==> src/rtl/mem_access_unit_pkg.sv <==
// Shared widths, access/write-back encodings, FSM states and store-lane helpers for the MEM stage.
// Pure definitions, so there is no latency and no backpressure.
package mem_access_unit_pkg;

    localparam int WIDTH_PC      = 32;
    localparam int WIDTH_DATA    = 32;
    localparam int WIDTH_REGMARK = 5;

    localparam logic [1:0] DRAM_BYTE  = 2'b00;
    localparam logic [1:0] DRAM_HALF  = 2'b01;
    localparam logic [1:0] DRAM_WORD  = 2'b10;
    localparam logic [1:0] RWSEL_DRAM = 2'b01;

    typedef enum logic [1:0] {
        ST_IDLE = 2'b00,
        ST_BUSY = 2'b01,
        ST_DONE = 2'b10
    } state_t;

    // Encoding 2'b11 is handled as a word access everywhere.
    function automatic logic is_misaligned(input logic [1:0] size, input logic [1:0] off);
        if (size == DRAM_BYTE)      return 1'b0;
        else if (size == DRAM_HALF) return off[0];
        else                        return off != 2'b00;
    endfunction

    function automatic logic [3:0] store_be(input logic [1:0] size, input logic [1:0] off);
        case (size)
            DRAM_BYTE: return 4'b0001 << off;
            DRAM_HALF: return off[1] ? 4'b1100 : 4'b0011;
            DRAM_WORD: return 4'b1111;
            default:   return 4'b1111;
        endcase
    endfunction

    function automatic logic [31:0] store_lanes(input logic [1:0] size, input logic [31:0] din);
        case (size)
            DRAM_BYTE: return {4{din[7:0]}};
            DRAM_HALF: return {2{din[15:0]}};
            default:   return din;
        endcase
    endfunction

endpackage

==> src/rtl/mem_access_unit_if.sv <==
// Data-RAM bus between the MEM stage (master) and the wait-stated RAM (slave).
// Request is held until a one-cycle ack; read data is valid in the ack cycle.
interface mem_access_unit_if;
    import mem_access_unit_pkg::*;

    logic                  bus_req;
    logic                  bus_we;
    logic [WIDTH_DATA-1:0] bus_addr;
    logic [3:0]            bus_be;
    logic [WIDTH_DATA-1:0] bus_wdata;
    logic                  bus_ack;
    logic [WIDTH_DATA-1:0] bus_rdata;

    modport master (
        output bus_req, bus_we, bus_addr, bus_be, bus_wdata,
        input  bus_ack, bus_rdata
    );

    modport slave (
        input  bus_req, bus_we, bus_addr, bus_be, bus_wdata,
        output bus_ack, bus_rdata
    );

endinterface

==> src/rtl/mem_load_ext.sv <==
// Load lane select plus sign/zero extension; purely combinational (zero latency).
// No handshake, so no backpressure; reusable by write-back forwarding.
module mem_load_ext
    import mem_access_unit_pkg::*;
(
    input  logic [31:0] rdata,
    input  logic [1:0]  off,
    input  logic [1:0]  size,
    input  logic        uns,
    output logic [31:0] data
);

    logic [7:0]  byte_v;
    logic [15:0] half_v;

    always_comb begin
        byte_v = rdata[{off, 3'b000} +: 8];
        half_v = rdata[{off[1], 4'b0000} +: 16];
        case (size)
            DRAM_BYTE: data = {{24{byte_v[7] & ~uns}}, byte_v};
            DRAM_HALF: data = {{16{half_v[15] & ~uns}}, half_v};
            default:   data = rdata;
        endcase
    end

endmodule

==> src/rtl/mem_access_unit.sv <==
// MEM stage: EX/MEM bundle -> single-outstanding data-RAM transaction -> registered MEM/WB bundle.
// Non-access: 1 cycle, no stall; access: >=3 cycles with stall held until ack; misaligned accesses are dropped and flagged.
module mem_access_unit
    import mem_access_unit_pkg::*;
#(
    parameter int WIDTH_PC      = 32,
    parameter int WIDTH_DATA    = 32,
    parameter int WIDTH_REGMARK = 5
)(
    input  logic                     clk,
    input  logic                     rst_n,
    input  logic [WIDTH_PC-1:0]      pc,
    input  logic [1:0]               DRAM_EX_TYPE,
    input  logic                     DRAMWE,
    input  logic [1:0]               RWSel,
    input  logic [WIDTH_REGMARK-1:0] RegWr,
    input  logic                     RegWe,
    input  logic [WIDTH_DATA-1:0]    ALUOut,
    input  logic [WIDTH_DATA-1:0]    DRAMIn,
    input  logic                     Unsigned,
    mem_access_unit_if.master        bus,
    output logic                     stall,
    output logic [WIDTH_PC-1:0]      pc_o,
    output logic [WIDTH_REGMARK-1:0] RegWr_o,
    output logic                     RegWe_o,
    output logic [WIDTH_DATA-1:0]    WBData_o,
    output logic                     misalign_o
);

    state_t                   state;
    logic                     access;
    logic                     misaligned;
    logic [1:0]               lat_off;
    logic [1:0]               lat_size;
    logic                     lat_uns;
    logic [1:0]               lat_rwsel;
    logic [WIDTH_REGMARK-1:0] lat_regwr;
    logic                     lat_regwe;
    logic [WIDTH_PC-1:0]      lat_pc;
    logic [WIDTH_DATA-1:0]    lat_alu;
    logic [WIDTH_DATA-1:0]    load_data;
    logic [WIDTH_DATA-1:0]    ext_data;

    assign access     = DRAMWE || (RWSel == RWSEL_DRAM);
    assign misaligned = is_misaligned(DRAM_EX_TYPE, ALUOut[1:0]);

    // Gated by rst_n so the upstream pipeline is released the instant reset asserts.
    assign stall = rst_n &&
                   (((state == ST_IDLE) && access && !misaligned) || (state == ST_BUSY));

    mem_load_ext u_load_ext (
        .rdata (bus.bus_rdata),
        .off   (lat_off),
        .size  (lat_size),
        .uns   (lat_uns),
        .data  (ext_data)
    );

    always_ff @(posedge clk or negedge rst_n) begin
        if (!rst_n) begin
            state         <= ST_IDLE;
            bus.bus_req   <= 1'b0;
            bus.bus_we    <= 1'b0;
            bus.bus_addr  <= '0;
            bus.bus_be    <= '0;
            bus.bus_wdata <= '0;
            lat_off       <= '0;
            lat_size      <= '0;
            lat_uns       <= 1'b0;
            lat_rwsel     <= '0;
            lat_regwr     <= '0;
            lat_regwe     <= 1'b0;
            lat_pc        <= '0;
            lat_alu       <= '0;
            load_data     <= '0;
            pc_o          <= '0;
            RegWr_o       <= '0;
            RegWe_o       <= 1'b0;
            WBData_o      <= '0;
            misalign_o    <= 1'b0;
        end else begin
            misalign_o <= 1'b0;
            case (state)
                ST_IDLE: begin
                    if (!access) begin
                        pc_o     <= pc;
                        RegWr_o  <= RegWr;
                        RegWe_o  <= RegWe;
                        WBData_o <= ALUOut;
                    end else if (misaligned) begin
                        misalign_o <= 1'b1;
                        RegWe_o    <= 1'b0;
                        pc_o       <= pc;
                        RegWr_o    <= RegWr;
                        WBData_o   <= ALUOut;
                    end else begin
                        bus.bus_req   <= 1'b1;
                        bus.bus_we    <= DRAMWE;
                        bus.bus_addr  <= {ALUOut[WIDTH_DATA-1:2], 2'b00};
                        bus.bus_be    <= store_be(DRAM_EX_TYPE, ALUOut[1:0]);
                        bus.bus_wdata <= store_lanes(DRAM_EX_TYPE, DRAMIn);
                        lat_off       <= ALUOut[1:0];
                        lat_size      <= DRAM_EX_TYPE;
                        lat_uns       <= Unsigned;
                        lat_rwsel     <= RWSel;
                        lat_regwr     <= RegWr;
                        lat_regwe     <= RegWe;
                        lat_pc        <= pc;
                        lat_alu       <= ALUOut;
                        RegWe_o       <= 1'b0;
                        state         <= ST_BUSY;
                    end
                end
                ST_BUSY: begin
                    RegWe_o <= 1'b0;
                    if (bus.bus_ack) begin
                        bus.bus_req <= 1'b0;
                        load_data   <= ext_data;
                        state       <= ST_DONE;
                    end
                end
                ST_DONE: begin
                    pc_o     <= lat_pc;
                    RegWr_o  <= lat_regwr;
                    RegWe_o  <= lat_regwe;
                    WBData_o <= (lat_rwsel == RWSEL_DRAM) ? load_data : lat_alu;
                    state    <= ST_IDLE;
                end
                default: state <= ST_IDLE;
            endcase
        end
    end

endmodule

==> src/flat_wrapper.sv <==
// flat-port wrapper written by rule: the top's interface ports become plain ports
module mem_access_unit_flat import mem_access_unit_pkg::*;
#(
    parameter int WIDTH_PC      = 32,
    parameter int WIDTH_DATA    = 32,
    parameter int WIDTH_REGMARK = 5
)
  (clk, rst_n, pc, DRAM_EX_TYPE, DRAMWE, RWSel, RegWr, RegWe, ALUOut, DRAMIn, Unsigned, stall, pc_o, RegWr_o, RegWe_o, WBData_o, misalign_o, bus_bus_req, bus_bus_we, bus_bus_addr, bus_bus_be, bus_bus_wdata, bus_bus_ack, bus_bus_rdata);
  mem_access_unit_if bus_i ();
  input  logic clk;
  input  logic rst_n;
  input  logic [WIDTH_PC-1:0] pc;
  input  logic [1:0] DRAM_EX_TYPE;
  input  logic DRAMWE;
  input  logic [1:0] RWSel;
  input  logic [WIDTH_REGMARK-1:0] RegWr;
  input  logic RegWe;
  input  logic [WIDTH_DATA-1:0] ALUOut;
  input  logic [WIDTH_DATA-1:0] DRAMIn;
  input  logic Unsigned;
  output logic stall;
  output logic [WIDTH_PC-1:0] pc_o;
  output logic [WIDTH_REGMARK-1:0] RegWr_o;
  output logic RegWe_o;
  output logic [WIDTH_DATA-1:0] WBData_o;
  output logic misalign_o;
  output wire logic [$bits(bus_i.bus_req)-1:0] bus_bus_req;
  output wire logic [$bits(bus_i.bus_we)-1:0] bus_bus_we;
  output wire logic [$bits(bus_i.bus_addr)-1:0] bus_bus_addr;
  output wire logic [$bits(bus_i.bus_be)-1:0] bus_bus_be;
  output wire logic [$bits(bus_i.bus_wdata)-1:0] bus_bus_wdata;
  input wire logic [$bits(bus_i.bus_ack)-1:0] bus_bus_ack;
  input wire logic [$bits(bus_i.bus_rdata)-1:0] bus_bus_rdata;
  assign bus_bus_req = bus_i.bus_req;
  assign bus_bus_we = bus_i.bus_we;
  assign bus_bus_addr = bus_i.bus_addr;
  assign bus_bus_be = bus_i.bus_be;
  assign bus_bus_wdata = bus_i.bus_wdata;
  assign bus_i.bus_ack = bus_bus_ack;
  assign bus_i.bus_rdata = bus_bus_rdata;
  mem_access_unit #(.WIDTH_PC(WIDTH_PC), .WIDTH_DATA(WIDTH_DATA), .WIDTH_REGMARK(WIDTH_REGMARK)) u_core (.clk(clk), .rst_n(rst_n), .pc(pc), .DRAM_EX_TYPE(DRAM_EX_TYPE), .DRAMWE(DRAMWE), .RWSel(RWSel), .RegWr(RegWr), .RegWe(RegWe), .ALUOut(ALUOut), .DRAMIn(DRAMIn), .Unsigned(Unsigned), .bus(bus_i), .stall(stall), .pc_o(pc_o), .RegWr_o(RegWr_o), .RegWe_o(RegWe_o), .WBData_o(WBData_o), .misalign_o(misalign_o));
endmodule
==> config.mk <==
export PLATFORM = sky130hd
export DESIGN_NAME = mem_access_unit_flat
export DESIGN_NICKNAME = d
export VERILOG_FILES = /design/src/rtl/mem_access_unit_pkg.sv /design/src/rtl/mem_access_unit_if.sv /design/src/rtl/mem_load_ext.sv /design/src/rtl/mem_access_unit.sv /design/src/flat_wrapper.sv
export SDC_FILE = /design/constraint.sdc
export NUM_CORES = 1
export LEC_CHECK = 0
export BUFFER_PORTS_ARGS = -buffer_cell sky130_fd_sc_hd__buf_2
export CORE_MARGIN = 4
export CORE_UTILIZATION = 45
export DETAILED_ROUTE_END_ITERATION = 12
export GPL_TIMING_DRIVEN = 1
export PLACE_DENSITY = 0.69
export SYNTH_ARGS = -nofsm -noshare
export SYNTH_HDL_FRONTEND = slang
export SYNTH_HIERARCHICAL = 1
export SYNTH_SLANG_ARGS = --single-unit
==> constraint.sdc <==
create_clock -name clk -period 1.8 [get_ports clk]
set_input_delay 0 -clock clk [delete_from_list [all_inputs] [get_ports clk]]
set_output_delay 0 -clock clk [all_outputs]
set_load 0.005 [all_outputs]
==> flow_summary.json <==
{
  "status": "completed",
  "drc": 0,
  "grt_use_total_pct": 22.98,
  "htree_levels": 1,
  "worstSkewPairLatency_ns": 0.51,
  "hold_viol_final": 0,
  "initial_utilization_pct": 46.09,
  "worst_clock_skew_ns": 0.01004,
  "fmax_mhz": 569.0,
  "synth_edf_count": 0,
  "rsz0062_at_grt": "true",
  "viasPerCell": 5.304,
  "grt_pass1_vias": 9240,
  "area_growth_pct": 38.18,
  "ys_ff_latch": 218,
  "chipHeight_microns": 163.5,
  "crit_path_top_delay_cell": "mux4_2",
  "hold-worst-slack_ns": 0.1231,
  "rows": 56,
  "yosysMostFrequentCell": "dfrtp_1",
  "ys_top_cells_by_count": "dfrtp_1, a21oi_1, mux2i_1",
  "drv_slew": 0,
  "cts_buffers": 25,
  "vias": 8767,
  "critPathMaxStageDelay_ns": 0.52,
  "ys_seq_area_share_pct": 50.13,
  "grt_start_max_net_pins": 137,
  "clk_pin_slew_ns": 0.06,
  "drtAntennaViolNets": 0,
  "r2r_setup_slack_ns": 0.04,
  "synth_top_area_share_pct": 50.13,
  "routed_wl_microns": 32020,
  "p_leak_nw": 7.308,
  "synth_area_sq_mm": 0.01088,
  "crit_required_ns": 2.19,
  "ys_warn_count": 6,
  "fillers": 1822,
  "cts_tree": "done",
  "grt_antenna_before_repair": 1,
  "die_area_sq_mm": 0.02674,
  "hp-class": "primary input to async pin",
  "period_minus_slack_ns": 1.757,
  "tightest_slew_ns": 0.5007,
  "gp_congestion": 0.9191,
  "finalSetupViolCount": 0,
  "grt_pass1_wl_microns": 49700,
  "die_x_microns": 163.5,
  "nets": 1463,
  "grt-ovfl-total": 0,
  "coreArea_sq_mm": 0.02361,
  "syn_area_per_cell_sq_um": 11.97,
  "fin_crit_sh_pct": 97.63,
  "ioPinCount": 285,
  "cp-start-kind": "flip-flop",
  "clk_path_buf_depth": 3,
  "drtIter0Drc": 571,
  "wl_per_cell_microns": 19.37,
  "synthFlopType": "dfrtp_1",
  "synthArstFlopShare_pct": 100.0,
  "cts_sinks": 218,
  "drv_cap": 0,
  "critPathMaxFanout": 8,
  "netlist_top_cells_area": "dfrtp_1, mux2_4, mux2i_1, a21oi_1, mux2_2",
  "crit_path_end_kind": "flip-flop",
  "powerDensity_mw_per_mm2": 1763,
  "yosysTopAreaCell": "dfrtp_1",
  "max_slew_margin_pct": 66.62,
  "synth_cells": 909,
  "port-buffer-count": 282,
  "drive_gt1_share_pct": 39.04,
  "worstPathCellList": "mux4_2, nor3b_4, a221o_1, mux2_2",
  "clockRootBuffer": "clkbuf_16",
  "yosysUniqueCellTypes": 47,
  "cp.arrival_ns": 2.15,
  "dp_hpwl_microns": 19710,
  "tns_ns": 0,
  "ir_worst_vdd_mv": 0.9854,
  "critical_path_class": "flip-flop to flip-flop",
  "first_pass_iters": 5
}
[power by group]
| part | internal (mW) | switching, mW |
|---|---|---|
| clock network | 3.43 | 2.01 |
| registers | 7.42 | 1.64 |
| logic | 6.33 | 5.69 |
| total | 17.2 | 9.33 |
[final cells by class]
class / count / area (sq um) / share of cell area, %
inverter: 10 / 37.54 / 0.2496
antenna: 2 / 5.005 / 0.03328
multi-input combinational: 580 / 4790 / 31.85
timing repair buffer: 480 / 3456 / 22.98
tap: 319 / 399.1 / 2.654
sequential: 218 / 5456 / 36.28
clock buffer: 33 / 735.7 / 4.892
clock inverter: 11 / 158.9 / 1.057
[stage by stage]
stage	power, mW	worst slack, ns	instances	instance area, sq um	utilization [%]
floorplan	16.76	0.09580	910	10890	-
global placement	20.13	0.04882	1448	12520	53.03
detailed placement	20.46	0.02131	1448	12520	53.03
CTS	26.37	0.02894	1646	14970	63.40
global route	28.17	-0.06256	1653	15040	63.69
finish	26.51	0.04262	1653	15040	63.69
[registers in the layout (all words and copies together) (netlist names), 2 cells and up]
| name | count |
|---|---|
| u_core/lat_pc | 32 |
| u_core/lat_rwsel | 2 |
| u_core/state | 2 |
| u_core/load_data | 32 |
| u_core/lat_regwr | 5 |
| u_core/bus.bus_be | 4 |
| u_core/RegWr_o | 5 |
| u_core/bus.bus_wdata | 32 |
| u_core/lat_size | 2 |
| u_core/lat_alu | 31 |
| u_core/WBData_o | 32 |
| u_core/pc_o | 32 |
[critical path, delay by kind of cell, from the launching register on]
kind / cells / cell delay, ns
AO/OA/AOI/OAI: 1 / 0.26
flip-flops: 1 / 0.39
multiplexers: 2 / 0.79
AND/OR/NAND/NOR: 1 / 0.20
[cell usage in the layout (no fill, tap or decap), drive strengths merged, types with 5 or more instances in the layout]
cell type / count
clkbuf: 34
buf: 330
ha: 5
a22o: 40
mux2: 115
nor2: 13
o21ai: 49
a221o: 8
mux2i: 101
inv: 11
dlygate4sd3: 149
dfrtp: 218
nand2: 59
clkinv: 6
a21oi: 153
o221a: 6
[layer usage]
layer	wire length (microns)	vias to the layer above	GRT usage [%]
met5	0	-	0
met4	844	0	6.939
met3	2296	60	4.668
li1	-	4059	-
met1	13510	4315	30.37
met2	15370	333	38.40
[cell families (layout without fill, tap and decap cells)]
kind of cell,count (synthesis),after routing,share of synthesized area [%]
muxes,217,217,24.15
AOI/OAI and AO/OA,267,267,14.89
DFF,218,218,50.13
and+or+nand+nor,89,89,3.783
other,1,4,0.03446
buffers and inverters,112,534,6.438
adders and majority gates,5,5,0.5748
[repair_timing]
| action | 4_1_cts | 5_1_grt |
|---|---|---|
| cloned | 0 | 1 |
| resized for setup | 5 | 7 |
| hold endpoints to repair | 430 | 0 |
| setup endpoints to repair | 1 | 65 |
| hold buffers | 150 | 0 |
| buffers inserted | 4 | 4 |
[path summary, 6_finish.rpt]
check	startpoint	end	cells after the start
worst max-delay path	u_core/lat_off[0]	u_core/load_data[13]	4
worst min-delay path	rst_n	u_core/WBData_o[9]	3
worst max register to register	u_core/lat_off[0]	u_core/load_data[13]	4
worst min register to register	u_core/bus.bus_be[1]	u_core/bus.bus_be[1]	2
max in group asynchronous	rst_n	u_core/lat_alu[13]	3
min in group clk	RWSel[0]	u_core/lat_rwsel[0]	3
Power figures use the tool's default switching activity.
